File: config.mk
export PLATFORM = sky130hd
export DESIGN_NAME = fnd_scan_controller
export DESIGN_NICKNAME = d
export VERILOG_FILES = /design/src/rtl/fnd_scan_controller.sv
export SDC_FILE = /design/constraint.sdc
export NUM_CORES = 1
export LEC_CHECK = 0
export BUFFER_PORTS_ARGS = -buffer_cell sky130_fd_sc_hd__buf_2
export CAP_MARGIN = 20
export CORE_MARGIN = 2
export CORE_UTILIZATION = 35
export DETAILED_ROUTE_END_ITERATION = 8
export PLACE_DENSITY_LB_ADDON = 0.2
export SYNTH_ARGS = -nofsm -noshare
export SYNTH_HDL_FRONTEND = slang
export SYNTH_SLANG_ARGS = --single-unit
File: constraint.sdc
create_clock -name i_clk -period 2.4 [get_ports i_clk]
set_clock_uncertainty 0.1 [all_clocks]
set_input_delay 0 -clock i_clk [delete_from_list [all_inputs] [get_ports i_clk]]
set_output_delay 0 -clock i_clk [all_outputs]
set_load 0.005 [all_outputs]
File: src/rtl/fnd_scan_controller.sv
// fnd_scan_controller: captures a binary value, converts it to four BCD digits with a
// sequential double-dabble engine and time-multiplexes the digits onto one BCD bus
// (o_bcd, o_digitSelect, o_blank) for a 4-digit BCD-to-FND decoder.
// Optional build macro: FND_LZ_BLANK_EN enables leading-zero suppression.
module fnd_scan_controller #(
  parameter int unsigned CLK_HZ  = 100_000_000,
  parameter int unsigned SCAN_HZ = 1_000,
  parameter int unsigned VALUE_W = 14
) (
  input  logic               i_clk,
  input  logic               i_reset,
  input  logic [VALUE_W-1:0] i_value,
  input  logic               i_load,
  input  logic               i_en,
  output logic               o_busy,
  output logic               o_ovf,
  output logic [3:0]         o_bcd,
  output logic [1:0]         o_digitSelect,
  output logic               o_blank
);

  localparam int unsigned DIV    = CLK_HZ / SCAN_HZ;
  localparam int unsigned TICK_W = $clog2(DIV);
  localparam int unsigned ITER_W = $clog2(VALUE_W + 1);
  localparam int unsigned CMP_W  = (VALUE_W > 14) ? VALUE_W : 14;
  localparam int unsigned BCD_W  = 16;

  localparam logic [TICK_W-1:0] TICK_LAST = TICK_W'(DIV - 1);
  localparam logic [ITER_W-1:0] ITER_LAST = ITER_W'(VALUE_W - 1);
  localparam logic [CMP_W-1:0]  MAX_DISP  = CMP_W'(9999);

  typedef enum logic [1:0] {
    ST_IDLE,
    ST_SHIFT,
    ST_DONE
  } state_t;

  // Conversion engine state
  state_t              state_q, state_d;
  logic [VALUE_W-1:0]  bin_q, bin_d;
  logic [BCD_W-1:0]    bcd_q, bcd_d;
  logic [ITER_W-1:0]   iter_q, iter_d;
  logic [BCD_W-1:0]    disp_q, disp_d;
  logic                busy_d;
  logic                ovf_d;
  logic [BCD_W-1:0]    adj;
  logic                value_over;

  // Scan engine state
  logic [TICK_W-1:0]   tick_q, tick_d;
  logic                scan_wrap;
  logic [1:0]          sel_d;
  logic [3:0]          bcd_out_d;
  logic                blank_d;
`ifdef FND_LZ_BLANK_EN
  logic                lz_q, lz_d;
`endif

  // Values above the 4-digit range are clamped to 9999 and flagged
  assign value_over = (CMP_W'(i_value) > MAX_DISP);

  // Conversion FSM state register and datapath registers
  always_ff @(posedge i_clk or posedge i_reset) begin
    if (i_reset) begin
      state_q <= ST_IDLE;
      bin_q   <= '0;
      bcd_q   <= '0;
      iter_q  <= '0;
      disp_q  <= '0;
      o_busy  <= 1'b0;
      o_ovf   <= 1'b0;
    end else begin
      state_q <= state_d;
      bin_q   <= bin_d;
      bcd_q   <= bcd_d;
      iter_q  <= iter_d;
      disp_q  <= disp_d;
      o_busy  <= busy_d;
      o_ovf   <= ovf_d;
    end
  end

  // Conversion FSM next-state and datapath logic
  always_comb begin
    state_d = state_q;
    bin_d   = bin_q;
    bcd_d   = bcd_q;
    iter_d  = iter_q;
    disp_d  = disp_q;
    busy_d  = o_busy;
    ovf_d   = o_ovf;
    adj     = '0;
    unique case (state_q)
      ST_IDLE: begin
        if (i_load) begin
          state_d = ST_SHIFT;
          bin_d   = value_over ? VALUE_W'(9999) : i_value;
          bcd_d   = '0;
          iter_d  = '0;
          busy_d  = 1'b1;
          ovf_d   = value_over;
        end
      end
      ST_SHIFT: begin
        // One double-dabble step: correct nibbles >= 5, then shift left by one
        adj = bcd_q;
        for (int i = 0; i < 4; i++) begin
          if (adj[4*i +: 4] >= 4'd5) begin
            adj[4*i +: 4] = adj[4*i +: 4] + 4'd3;
          end
        end
        {bcd_d, bin_d} = {adj[BCD_W-2:0], bin_q, 1'b0};
        iter_d = iter_q + ITER_W'(1);
        if (iter_q == ITER_LAST) begin
          state_d = ST_DONE;
          busy_d  = 1'b0;
        end
      end
      ST_DONE: begin
        // All four digits move to the display in one edge so no frame is torn
        disp_d  = bcd_q;
        state_d = ST_IDLE;
      end
      default: begin
        state_d = ST_IDLE;
      end
    endcase
  end

  // Scan registers: refresh tick, digit select, digit bus and blank flag
  always_ff @(posedge i_clk or posedge i_reset) begin
    if (i_reset) begin
      tick_q        <= '0;
      o_digitSelect <= '0;
      o_bcd         <= '0;
      o_blank       <= 1'b1;
`ifdef FND_LZ_BLANK_EN
      lz_q          <= 1'b0;
`endif
    end else begin
      tick_q        <= tick_d;
      o_digitSelect <= sel_d;
      o_bcd         <= bcd_out_d;
      o_blank       <= blank_d;
`ifdef FND_LZ_BLANK_EN
      lz_q          <= lz_d;
`endif
    end
  end

  // Scan next-state: advance the digit on each tick wrap, sampling the display regs
  always_comb begin
    scan_wrap = (tick_q == TICK_LAST);
    tick_d    = scan_wrap ? '0 : tick_q + TICK_W'(1);
    sel_d     = o_digitSelect;
    bcd_out_d = o_bcd;
    if (scan_wrap) begin
      sel_d     = o_digitSelect + 2'd1;
      bcd_out_d = disp_q[{sel_d, 2'b00} +: 4];
    end
`ifdef FND_LZ_BLANK_EN
    // Leading-zero flag tracks the digit on the bus, so it changes with o_bcd
    lz_d = lz_q;
    if (scan_wrap) begin
      unique case (sel_d)
        2'd0:    lz_d = 1'b0;
        2'd1:    lz_d = (disp_q[15:4] == 12'd0);
        2'd2:    lz_d = (disp_q[15:8] == 8'd0);
        2'd3:    lz_d = (disp_q[15:12] == 4'd0);
        default: lz_d = 1'b0;
      endcase
    end
    blank_d = ~i_en | lz_d;
`else
    blank_d = ~i_en;
`endif
  end

endmodule
==> out/results.tsv <==
metric	value	unit
Clock Path Buffers	2	
worst endpoint required time	2.53	ns
top post-synthesis cells by count	dfrtp_1, o21ai_0, nand2_1	
final cycle utilization of the critical path	95.35	%
Gate Count Post-Synth	332	
DR pass1 iterations	6	
multi-input logic area	1518	sq um
Seq cells post-synth	78	
Worst R2R End	o_bcd[2]$_DFFE_PP0N_	
Mean Syn Cell Area	10.87	sq um
CTS tree	done	
maxcap violations	0	
PD cells	1037	nW/um^2
final cell count without fillers	520	
gr usage total	14.20	%
VDD IR max	740.9	uV
Layout fillers	1011	
Vias	2574	
CTS sink cnt	78	
RePlAce Congestion	0.7944	
RSZ-0062 raised after global routing	false	
drt drc	0	
Die Y	105.6	um
total grt overflow	0	
WP data arrival	2.42	ns
share of cells above drive strength 1	19.27	%
Mapped Nets	361	
Worst R2R Setup Slack	0.29	ns
I/O Buffers	26	
Routed Antenna Nets	0	
starting DRC count in detailed routing	144	
DR WL/cell	13.73	um
Hold Path End	bcd_q[0]$_DFFE_PP0P_	
worst reg2reg startpoint	tick_q[0]$_DFF_PP0_	
CTS H-Tree Depth	3	
first-pass GRT wire length	12.43	mm
# IOs	27	
setup TNS	0	ns
Post-synth top flop	dfrtp_1	
Max Transition Viols Final	0	
measured slew at the worst slew-check pin	0.9779	ns
ys async rst share	100.0	%
CTS resizes	0	
status	finished clean	
hpwl dp	4.768	mm
warnings from Yosys	0	
register area share after synthesis	54.11	%
WS Path Type	input pin to flop	
P&R area growth vs syn	19.48	%
core area	10180	sq um
Synth area leaders	dfrtp_1, o21ai_0, mux2_2	
final hold violation count	0	
clk_lat worst skew	0.35	ns
Yosys top cell by area	dfrtp_1	
Sequential cell area	1953	sq um
Synth top area share	53.38	%
DR vias/cell	4.950	
Setup crit start kind	input pin	
CTS Buf Count	9	
vias in the first global route	2542	
final WL	7.142	mm
diode count	0	
Lkg Pwr	2.030	nW
# nets final	408	
clock root buffer	clkbuf_8	
Max Fclk	0.4370	GHz
Setup Viol. Count Final	0	
Die W	105.6	um
worst min-delay path class	input pin to flop	
Hold Crit Depth	4	
Tot Pwr	4.472	mW
Worst Setup End Kind	flop	
fin worst setup slack	0.1117	ns
Crit Path Max Fanout	3	
initial antenna violation count	0	
Placed Cells	487	
Starting Density	35.44	%
Die ar.	11140	sq um
Setup WS pre-CTS	0.2958	ns
count leader, synth	dfrtp_1	
Post-synth EDFFs	0	
Worst-path clk slew	0.08	ns
post-synth cell types	42	
min-delay src	i_load	
minimum clock period	2.288	ns
Rel. slew slack	34.81	%
synthesized cell area	3610	sq um
row count	37	
largest net degree at the start of global routing	46	
R2R cell count	4	
-- layout by cell type (no fill, tap or decap), types with 2 or more instances in the layout --
| cell | Yosys | final |
|---|---|---|
| nand2b_1 | 7 | 7 |
| a21oi_1 | 6 | 6 |
| mux2_2 | 14 | 14 |
| nand3_1 | 14 | 14 |
| nor4_1 | 3 | 3 |
| dfrtp_1 | 77 | 77 |
| o21ai_0 | 38 | 38 |
| and4_1 | 2 | 2 |
| dlygate4sd3_1 | 0 | 17 |
| bufinv_16 | 0 | 2 |
| buf_2 | 0 | 26 |
| mux4_2 | 4 | 4 |
| nor2b_1 | 2 | 2 |
| clkinv_2 | 0 | 3 |
| nand2_1 | 37 | 37 |
| xnor2_1 | 12 | 12 |
| a22o_1 | 2 | 2 |
| o31ai_1 | 3 | 3 |
| mux2i_1 | 2 | 2 |
| buf_4 | 0 | 6 |
| a211oi_1 | 2 | 2 |
| clkbuf_8 | 0 | 10 |
| nor2_1 | 12 | 12 |
| nand4_1 | 6 | 6 |
| o22ai_1 | 6 | 6 |
| xor2_1 | 8 | 8 |
| a222oi_1 | 6 | 6 |
| ha_1 | 11 | 11 |
| nor3_1 | 6 | 6 |
| inv_1 | 22 | 21 |
| clkinvlp_4 | 0 | 2 |
-- worst max-delay path, stage by stage --
cell,delay (ns)
dlygate4sd3_1,0.53
buf_2,0.13
or4_1,0.59
and4_1,0.24
o31ai_1,0.26
o21ai_0,0.11
dlygate4sd3_1,0.56
-- stage by stage --
stage / hold WS (ns) / utilization (%) / area (sq um)
floorplan: -0.07381 / - / 3610
global placement: -0.01411 / 38.49 / 3920
detailed placement: -0.01784 / 38.49 / 3920
CTS: 0.01913 / 42.35 / 4313
global route: 0.08642 / 42.35 / 4313
finish: 0.06197 / 42.35 / 4313
-- registers in the layout, indices dropped and copies added (netlist names) --
name,cells
bin_q,14
o_bcd,4
iter_q,4
o_blank,1
bcd_q,16
state_q,2
disp_q,16
o_digitSelect,2
o_busy,1
tick_q,17
o_ovf,1
-- repair_timing --
| action | in CTS | in global routing |
|---|---|---|
| hold buffers | 17 | 0 |
| hold endpoints to repair | 49 | 0 |
| setup buffers | 0 | 0 |
-- per-layer routing --
layer,global-route usage (%),part of all wire (%),vias to the layer above
li1,-,-,1267
met1,19.26,49,1250
met2,21.71,46,46
met3,4.143,3.9,11
met4,5.075,1.5,0
met5,0,0,-
-- cell families (layout without fill, tap and decap cells) --
group | count (synthesis) | count (layout) | synth area share [%]
and+or+nand+nor | 98 | 98 | 13.97
DFF | 78 | 78 | 54.11
AOI/OAI and AO/OA | 68 | 68 | 11.44
buffers and inverters | 36 | 88 | 3.952
xor gates and xnor gates | 21 | 21 | 5.303
muxes | 20 | 20 | 7.418
adders and majority gates | 11 | 11 | 3.813
-- where the power goes --
part           switching (mW)  total, mW  leakage, nW  internal [mW]
Sequential              0.274       1.96         1.01           1.69
Clock                   0.479       1.09        0.108          0.610
Combinational           0.779       1.42        0.913          0.643
Total                    1.53       4.47         2.03           2.94
-- worst max-delay path by stage --
stage	startpoint	end	slack, ns
final	i_value[7]	bin_q[0]$_DFFE_PP0P_	0.11
after global placement	tick_q[13]$_DFF_PP0_	o_bcd[3]$_DFFE_PP0N_	0.34
after detailed placement	tick_q[0]$_DFF_PP0_	o_bcd[2]$_DFFE_PP0N_	0.30
after floorplan	i_reset	bcd_q[0]$_DFFE_PP0P_	0.31
after global routing	i_value[7]	bin_q[0]$_DFFE_PP0P_	0.03
after CTS	i_value[7]	bin_q[0]$_DFFE_PP0P_	0.14
-- final cells by class --
| type | count | share of cell area, % |
|---|---|---|
| tap | 136 | 3.945 |
| clock inverter | 6 | 1.973 |
| clock buffer | 10 | 3.191 |
| multi-input combinational | 218 | 35.19 |
| timing repair buffer | 50 | 8.471 |
| sequential | 78 | 45.29 |
| inverter | 22 | 1.944 |
No activity file was read; power rests on OpenSTA's default activity.
